File: config.mk
export PLATFORM = sky130hd
export DESIGN_NAME = mcb_pattern_gen
export DESIGN_NICKNAME = d
export VERILOG_FILES = /design/src/rtl/mcb_test_pkg.sv /design/src/rtl/mcb_pattern_gen.sv
export SDC_FILE = /design/constraint.sdc
export NUM_CORES = 1
export LEC_CHECK = 0
export ABC_AREA = 1
export CORE_ASPECT_RATIO = 1.5
export CORE_MARGIN = 2
export CORE_UTILIZATION = 38
export DETAILED_ROUTE_END_ITERATION = 10
export PLACE_DENSITY = 0.89
export SYNTH_ARGS = -nofsm -noshare
export SYNTH_HDL_FRONTEND = slang
export SYNTH_SLANG_ARGS = --single-unit
File: constraint.sdc
create_clock -name clk -period 2.4 [get_ports clk]
set_input_delay 0.48 -clock clk [delete_from_list [all_inputs] [get_ports clk]]
set_output_delay 0.48 -clock clk [all_outputs]
set_load 0.01 [all_outputs]
File: src/rtl/mcb_test_pkg.sv
// rtl/mcb_test_pkg.sv - shared encodings, pattern constants and LFSR step for the MCB test engines
package mcb_test_pkg;

  typedef enum logic [1:0] {
    MODE_AA55 = 2'd0,
    MODE_ADDR = 2'd1,
    MODE_LFSR = 2'd2,
    MODE_RSVD = 2'd3
  } mode_e;

  localparam logic [1:0] ST_IDLE      = 2'd0;
  localparam logic [1:0] ST_ISSUE     = 2'd1;
  localparam logic [1:0] ST_WAIT_DATA = 2'd2;
  localparam logic [1:0] ST_NEXT      = 2'd3;

  localparam logic [7:0] PAT_AA = 8'hAA;
  localparam logic [7:0] PAT_55 = 8'h55;

  localparam logic [31:0] LFSR_SEED = 32'hFFFF_FFFF;
  // Right-shift Galois mask for x^32 + x^22 + x^2 + x + 1
  localparam logic [31:0] LFSR_TAPS = 32'h8020_0003;

  function automatic logic [31:0] lfsr_step(input logic [31:0] s);
    return {1'b0, s[31:1]} ^ (s[0] ? LFSR_TAPS : 32'h0);
  endfunction

endpackage

File: src/rtl/mcb_pattern_gen.sv
// rtl/mcb_pattern_gen.sv - expected data word per beat; shared by the read checker and write generator
module mcb_pattern_gen
  import mcb_test_pkg::*;
#(
  parameter int DATA_W = 128,
  parameter int ADDR_W = 30,
  parameter int LEN_W  = 7
) (
  input  logic              clk,
  input  logic              rst,
  input  logic [1:0]        mode_i,
  input  logic [ADDR_W-1:0] addr_i,
  input  logic [LEN_W-1:0]  beat_i,
  input  logic              advance_i,
  input  logic              seed_i,
  output logic [DATA_W-1:0] exp_o
);

  logic [31:0] lfsr_q, lfsr_d;
  logic [31:0] addr_lane;

  assign addr_lane = 32'(addr_i) + 32'(beat_i);

  always_comb begin
    lfsr_d = lfsr_q;
    if (seed_i) begin
      lfsr_d = LFSR_SEED;
    end else if (advance_i) begin
      lfsr_d = lfsr_step(lfsr_q);
    end
  end

  always_ff @(posedge clk) begin
    if (rst) begin
      lfsr_q <= LFSR_SEED;
    end else begin
      lfsr_q <= lfsr_d;
    end
  end

  always_comb begin
    exp_o = '0;
    case (mode_i)
      MODE_ADDR: exp_o = {(DATA_W/32){addr_lane}};
      MODE_LFSR: exp_o = {(DATA_W/32){lfsr_q}};
      default:   exp_o = beat_i[0] ? {(DATA_W/8){PAT_55}} : {(DATA_W/8){PAT_AA}};
    endcase
  end

endmodule

==> metrics list, run 1 <==
* Run status: complete, but fails checks
- Violations in the final reports: negative setup slack
- The pre-antenna-repair detailed-routing pass consisted of 5 iterations.
- The share of total power dissipated in sequential elements is 0.192.
* Int Pwr: 1.83 mW
- Of the synthesized area, sequential elements account for 0.183.
- The number of hold violations in the final report came to 0.
- Port Buffers: 170
- Average wire per cell in the routed design: 20.5 um
- For this design, the CTS-stage hold fixing added 0 buffers.
- Worst reg2reg setup slack: 1450 ps
* Fmax achieved: 358 MHz
* Layout net count: 818
- The congestion estimate from routability-driven global placement came to 1.07.
- The detailed router finished its first iteration with 475 violations.
- Slew HR: 0.675
- The layout has 570 filler cells.
* Most common library cell in the layout ignoring fill and taps: buf_6
- Number of placement rows: 42
- Syn-to-layout area delta: 91.8%
- The worst hold path was traced through 2 stages.
- For this design the total switching power over the nets is 1.14 mW.
- Biggest regs: lfsr_q (32)
* Clock power share: 0.197
* Peak fanout along the critical path: 4
- Final cycle utilization of the critical path: 1.16
- Register with the most flip-flops: lfsr_q
- Post-layout min period: 2790 ps
- Number of antenna-violating nets in the routed design: 0
* Number of standard cells after synthesis: 579
- In this run the deepest clock path goes through 2 buffers.
- Num CTS Buffers: 5
* Yosys Warn Count: 0
- The total overflow left after global routing is 0.
- Area occupied by multi-input gates: 2890 um^2
- Sum of routed wire length over all layers: 17.9 mm
- Setup repair after global routing could not meet its margin everywhere.
* Number of flip-flops in the largest register: 32
* Vert. Die Dim: 121 um
- STA classifies the critical path endpoint as a primary output.
- The first global-routing pass estimated 23.1 mm of wire.
* Number of nets in the synthesized netlist: 632
- The tree built by TritonCTS fans out to 32 sinks.
- The floorplan step defined a die boundary enclosing 10000 um^2.
- Startpoint type of the worst setup path: input port
* Endpoint with the worst hold slack: lfsr_q[30]$_SDFFE_PP1P_
- Synth Register Bits: 32
- After clock tree synthesis, the clock-pin slew on the worst setup and hold paths is 50 ps.
- The worst hold path begins at lfsr_q[30]$_SDFFE_PP1P_.
* Clock latency at the later pin of the worst-skew pair: 270 ps
- In the global route stage, overall resource usage came out at 0.300.
* Max Cap Viol: 0
- The analysis attributes to cell leakage a power of 3.19 nW.
- Post-detailed-route via-to-cell ratio: 5.71
- Number of antenna violations at the first check in global routing: 0
* Critical path startpoint: beat_i[0]
- Across all hold checks on the routed design, the worst slack comes to 485 ps.
* Total standard cell area after synthesis: 3490 um^2
* CTS HTree Levels: 2
- The number of antenna diodes in the final layout is 0.
- Endpoint required time on the critical path: 1920 ps
* Reg-to-Reg Start: lfsr_q[0]$_SDFFE_PP1P_
- Seq. cell area: 641 um^2
- Count of endpoints failing setup in the final report: 114
- The setup path with the least slack is of type in -> out.
- The initial utilization of the core area, before any placement, comes to 0.393.
* Number of I/O pins: 171
- Arrival @ worst endpoint: 2310 ps
- The synthesized netlist contains 30 unique library cells.
* Vias in the first global route: 4665
* Clock tree from TritonCTS: built
- Final number of max-transition violations: 0
* Cell depth of the worst flop-to-flop path: 3
* Die width: 82.3 um
- DR vias: 4997
- Pre-CTS worst setup slack: -1130 ps
- The worst-case IR drop observed on VDD is 0.455 mV.
- Post-DP HPWL: 10.5 mm
- Residual DRC count: 0
* Net switching fraction of the power: 0.384
- After floorplanning, the core was sized to cover 8880 um^2.
- The min-delay analysis places its worst path in the category reg -> reg.
- In the post-route analysis, the smallest setup slack over all paths is -394 ps.
* Layout cells sized above 1: 0.600
- Final Skew: 3.59 ps
* Commonest cells after routing, fill and taps aside: buf_6 (119), buf_4 (104), nand2_1 (99)
- Pin count of the biggest net entering global routing: 33
* Pwr dens: 443 nW/um^2
- Of the total power, combinational logic draws 0.611.
- Pin slew with the least headroom to its limit: 487 ps
- Reg-to-reg critical path endpoint: lfsr_q[1]$_SDFFE_PP1P_
- CTS placed an instance of clkbuf_16 at the clock tree root.
- A synthesized cell averages 6.04 um^2.
[cell families (layout without fill, tap and decap cells)]
group	after synthesis	in the layout	share of synthesized area
AND/OR/NAND/NOR	292	292	0.375
buffers and inverters	164	350	0.282
AO/OA/AOI/OAI	78	78	0.114
flip-flops	32	32	0.183
adder cells (fa/ha/maj)	10	10	0.0380
XOR/XNOR	3	3	0.00752
[routing by layer]
layer	vias up	wire [um]	track usage
met5	-	0	0
met2	379	9160	0.525
met4	0	1570	0.220
li1	2152	-	-
met1	2324	5710	0.314
met3	142	1480	0.0379
[cell usage after synthesis]
master	number	share of area
nor2_4	1	0.0032
xor2_1	3	0.0075
clkbuf_1	12	0.013
nor3_2	2	0.0057
o21bai_1	1	0.0021
nor2_1	22	0.024
ha_1	9	0.032
buf_6	1	0.0032
nor3b_2	1	0.0036
inv_2	2	0.0021
nor2_2	5	0.0090
buf_1	4	0.0043
o21ai_0	9	0.013
nand2_1	150	0.16
fa_1	1	0.0057
a21oi_1	66	0.095
buf_2	2	0.0029
and2_1	2	0.0036
or2_2	2	0.0036
nor3_1	2	0.0029
nand2_2	7	0.013
nand3b_1	4	0.0086
inv_1	47	0.050
a21o_1	1	0.0021
o211ai_1	1	0.0021
nand3_1	89	0.13
nand3b_2	1	0.0032
buf_4	96	0.21
dfxtp_1	32	0.18
nand4_1	4	0.0072
[power groups by stage]
stage / combinational (mW) / clock (mW) / sequential (mW)
after floorplan: 0.824 / 0 / 0.573
after global placement: 1.40 / 0 / 0.577
after detailed placement: 1.42 / 0 / 0.579
after CTS: 1.56 / 0.587 / 0.569
after global routing: 1.90 / 0.608 / 0.572
final: 1.81 / 0.586 / 0.571
[what timing repair did]
action	in CTS	in global routing
pin swaps	79	51
endpoints found under the setup margin	128	128
hold endpoints to repair	0	0
buffers inserted	40	8
gates resized for setup	777	137
[stage by stage]
step	instance area [um^2]	total power [mW]	utilization	instances	setup TNS, ps
final	6700	2.97	0.755	875	-22040
after global placement	5290	1.98	0.596	823	-117630
after detailed placement	5290	2.00	0.596	823	-122790
after floorplan	3620	1.40	-	579	-512
after global routing	6700	3.08	0.755	875	-29730
after CTS	6180	2.72	0.696	869	-13290
[area by class of cell]
type | instances | area share
inverter | 49 | 0.0280
sequential | 32 | 0.0956
tap | 110 | 0.0205
clock buffer | 6 | 0.0192
multi-input combinational | 383 | 0.431
clock inverter | 1 | 0.000747
timing repair buffer | 294 | 0.405
[worst max-delay path: stages]
cell and delay [ps]:
buf_8 100, ha_4 160, fa_2 380, nand3_2 120
nand3_4 120, a21oi_4 200, inv_2 90, nand3_2 90
nand3_2 90, a21oi_2 220, buf_4 170, buf_6 100
[worst max path at each step]
stage            endpoint  slack [ps]  cells after the start
6_report        exp_o[88]        -390                     12
5_1_grt         exp_o[88]        -480                     12
4_1_cts         exp_o[16]        -230                     13
3_5_place_dp    exp_o[14]       -1130                     12
3_3_place_gp   exp_o[110]       -1080                     12
2_1_floorplan  exp_o[104]         -60                     10
Power figures use the tool's default switching activity.
==> inputs of run 2 (changes only) <==
==> constraint.sdc (replaced) <==
create_clock -name clk -period 2.4 [get_ports clk]
set_input_delay 0.72 -clock clk [delete_from_list [all_inputs] [get_ports clk]]
set_output_delay 0.72 -clock clk [all_outputs]
set_load 0.01 [all_outputs]
==> metrics list, run 2 (same netlist as run 1, synthesis figures left out) <==
- First-pass GRT wire length: 25.3 mm
- The initial utilization of the core area, before any placement, comes to 0.393.
- The number of placed instances, taps included, is 824.
* Number of I/O pins: 171
* FILL cells: 532
- TritonCTS built the clock tree.
* Post-layout min period: 3180 ps
- For this design the static power due to leakage is 3.27 nW.
- Die Area: 10000 um^2
- The register with the most flip-flops in the layout has 32 of them.
* Biggest regs: lfsr_q (32)
- The library cells used most frequently in the layout, excluding fill and tap cells, are buf_6 (123), buf_4 (104), nand2_1 (103).
- No sink is reached through more buffers than the 2 on the longest clock path.
* Post-DP HPWL: 11.0 mm
* Largest voltage drop on the vdd net: 0.595 mV
* Layout cells sized above 1: 0.627
- Filler-free cell count of the finished design: 884
- Buffers placed on the I/O ports in this run total 170.
* Number of antenna violations at the first check in global routing: 0
- The setup check on the worst reg-to-reg path leaves a slack of 1450 ps.
* # diodes: 0
- Arrival @ worst endpoint: 2460 ps
- The die is 82.3 um wide.
- After global routing the overflow that remains totals 0.
- Worst Hold Margin: 491 ps
* DR vias: 4996
- The tree is rooted in a clkbuf_16.
* Layout net count: 826
- RSZ-0062 raised after global routing: true
- Slew HR: 0.754
* Post-detailed-route via-to-cell ratio: 5.65
- In this run the number of H-tree levels came out at 2.
* Most common library cell in the layout ignoring fill and taps: buf_6
- Counting flops per register, the top entry is lfsr_q.
- For this block, the routed nets add up to 18.1 mm of wire.
- Smallest setup slack after layout: -778 ps
* Core footprint: 8880 um^2
- Vert. Die Dim: 121 um
- Hold depth: 2
* Number of placement rows: 42
- Hold Crit Start: lfsr_q[13]$_SDFFE_PP1P_
* Syn-to-layout area delta: 95.4%
- Dividing the detail-routed wire length by the instance count gives 20.4 um.
- Timing would allow up to 315 MHz.
- Total of hold buffers inserted after clock tree synthesis: 0
- The worst register-to-register path begins at lfsr_q[0]$_SDFFE_PP1P_.
- Num CTS Buffers: 5
- Final cycle utilization of the critical path: 1.32
- The count of nets left with antenna violations once routing finished came out at 0.
- The flow ran to the end, but the final reports show violations.
* Count of endpoints failing setup in the final report: 128
- Combinational fraction of design power: 0.607
- Residual DRC count: 0
- The final reports fail on negative setup slack.
* Clock Pin Slew Worst Setup and Hold Paths: 50 ps
- Startpoint type of the worst setup path: input port
- Pwr dens: 450 nW/um^2
* Number of violations reported at the end of detailed-routing iteration 0: 511
* Reg-to-reg critical path endpoint: lfsr_q[21]$_SDFFE_PP1P_
- Routability Congestion: 0.952
* Total routing usage reported by global routing: 0.329
- The number of hold violations in the final report is 0.
- The path class of the tightest hold or removal check is reg -> reg.
- The share of total power dissipated in the clock network is 0.206.
- Start-to-end type of the worst setup path: in -> out
- Max Cap Viol: 0
- Peak fanout along the critical path: 4
- Number of sinks on the clock net: 32
- Final Skew: 4.01 ps
* Net switching component of the power: 1.18 mW
- Endpoint required time on the critical path: 1680 ps
- STA classifies the critical path endpoint as a primary output.
* Vias in the first global route: 4996
* Int Pwr: 1.90 mW
- Counting cells, the worst reg-to-reg path comes to 3.
- The first detailed-routing pass took 6 iterations.
- Clock latency at the later pin of the worst-skew pair: 280 ps
- For the pin with the worst max-slew slack, the measured transition is 369 ps.
- Of the total power, the share spent switching nets is 0.383.
* Pin count of the biggest net entering global routing: 33
- Of the total power, registers draw 0.186.
- Final number of max-transition violations: 0
- The path with the worst hold slack has its endpoint at lfsr_q[13]$_SDFFE_PP1P_.
run 2: cell count changes in the layout (fill, tap and decap cells not counted), sizes merged:
| cell | delta |
|---|---|
| buf | +23 |
| dlygate4sd2 | -11 |
| clkinv | -1 |
| dlymetal6s2s | +1 |
| clkbuf | +4 |
| clkdlybuf4s50 | -1 |
| clkdlybuf4s15 | -6 |
run 2: timing repair:
action	CTS	global route
setup buffers	46	7
endpoints found under the setup margin	128	128
gates cloned	1	0
gates resized for setup	830	85
pin swaps	89	38
run 2: power by group through the flow:
stage	logic [mW]	registers (mW)	clock network, mW
after floorplan	0.932	0.573	0
after global placement	1.47	0.578	0
after global routing	1.94	0.573	0.649
after CTS	1.69	0.569	0.630
final	1.87	0.573	0.635
after detailed placement	1.50	0.580	0
run 2: worst max-delay path by stage:
stage / from / endpoint / slack (ps) / depth (start not counted)
after floorplan: addr_i[0] / exp_o[104] / -530 / 10
after global placement: beat_i[0] / exp_o[12] / -1530 / 11
after detailed placement: beat_i[0] / exp_o[116] / -1590 / 11
after CTS: beat_i[0] / exp_o[116] / -690 / 12
after global routing: addr_i[4] / exp_o[22] / -790 / 13
final: beat_i[0] / exp_o[104] / -780 / 11
run 2: metrics by stage:
step / power, mW / util / worst slack (ps) / area, um^2 / TNS, ps
after global placement: 2.04 / 0.627 / -1530 / 5570 / -170630
final: 3.07 / 0.769 / -778 / 6830 / -78420
after CTS: 2.89 / 0.732 / -694 / 6500 / -70240
after floorplan: 1.51 / - / -535 / 3980 / -33920
after detailed placement: 2.07 / 0.627 / -1590 / 5570 / -175840
after global routing: 3.17 / 0.769 / -794 / 6830 / -84850
run 2: final cells by class:
class / count / area (um^2) / share of cell area
Multi-Input combinational cell: 383 / 2950 / 0.431
Clock buffer: 8 / 146 / 0.0214
Sequential cell: 32 / 641 / 0.0938
Timing Repair Buffer: 302 / 2760 / 0.404
Inverter: 49 / 200 / 0.0293
Tap cell: 110 / 138 / 0.0202
run 2: layer usage:
| layer | up-vias | wire length, um | GRT usage |
|---|---|---|---|
| met2 | 347 | 9290 | 0.579 |
| met3 | 126 | 1210 | 0.0454 |
| met4 | 0 | 1510 | 0.207 |
| met1 | 2354 | 6040 | 0.356 |
| li1 | 2169 | - | - |
| met5 | - | 0 | 0 |
run 2: critical path: stages:
cell	delay [ps]
buf_8	100
ha_4	160
fa_2	370
nand3_2	110
nand3_4	110
a21oi_4	160
inv_2	90
a21oi_2	140
nand2_2	90
a21oi_4	250
buf_6	150
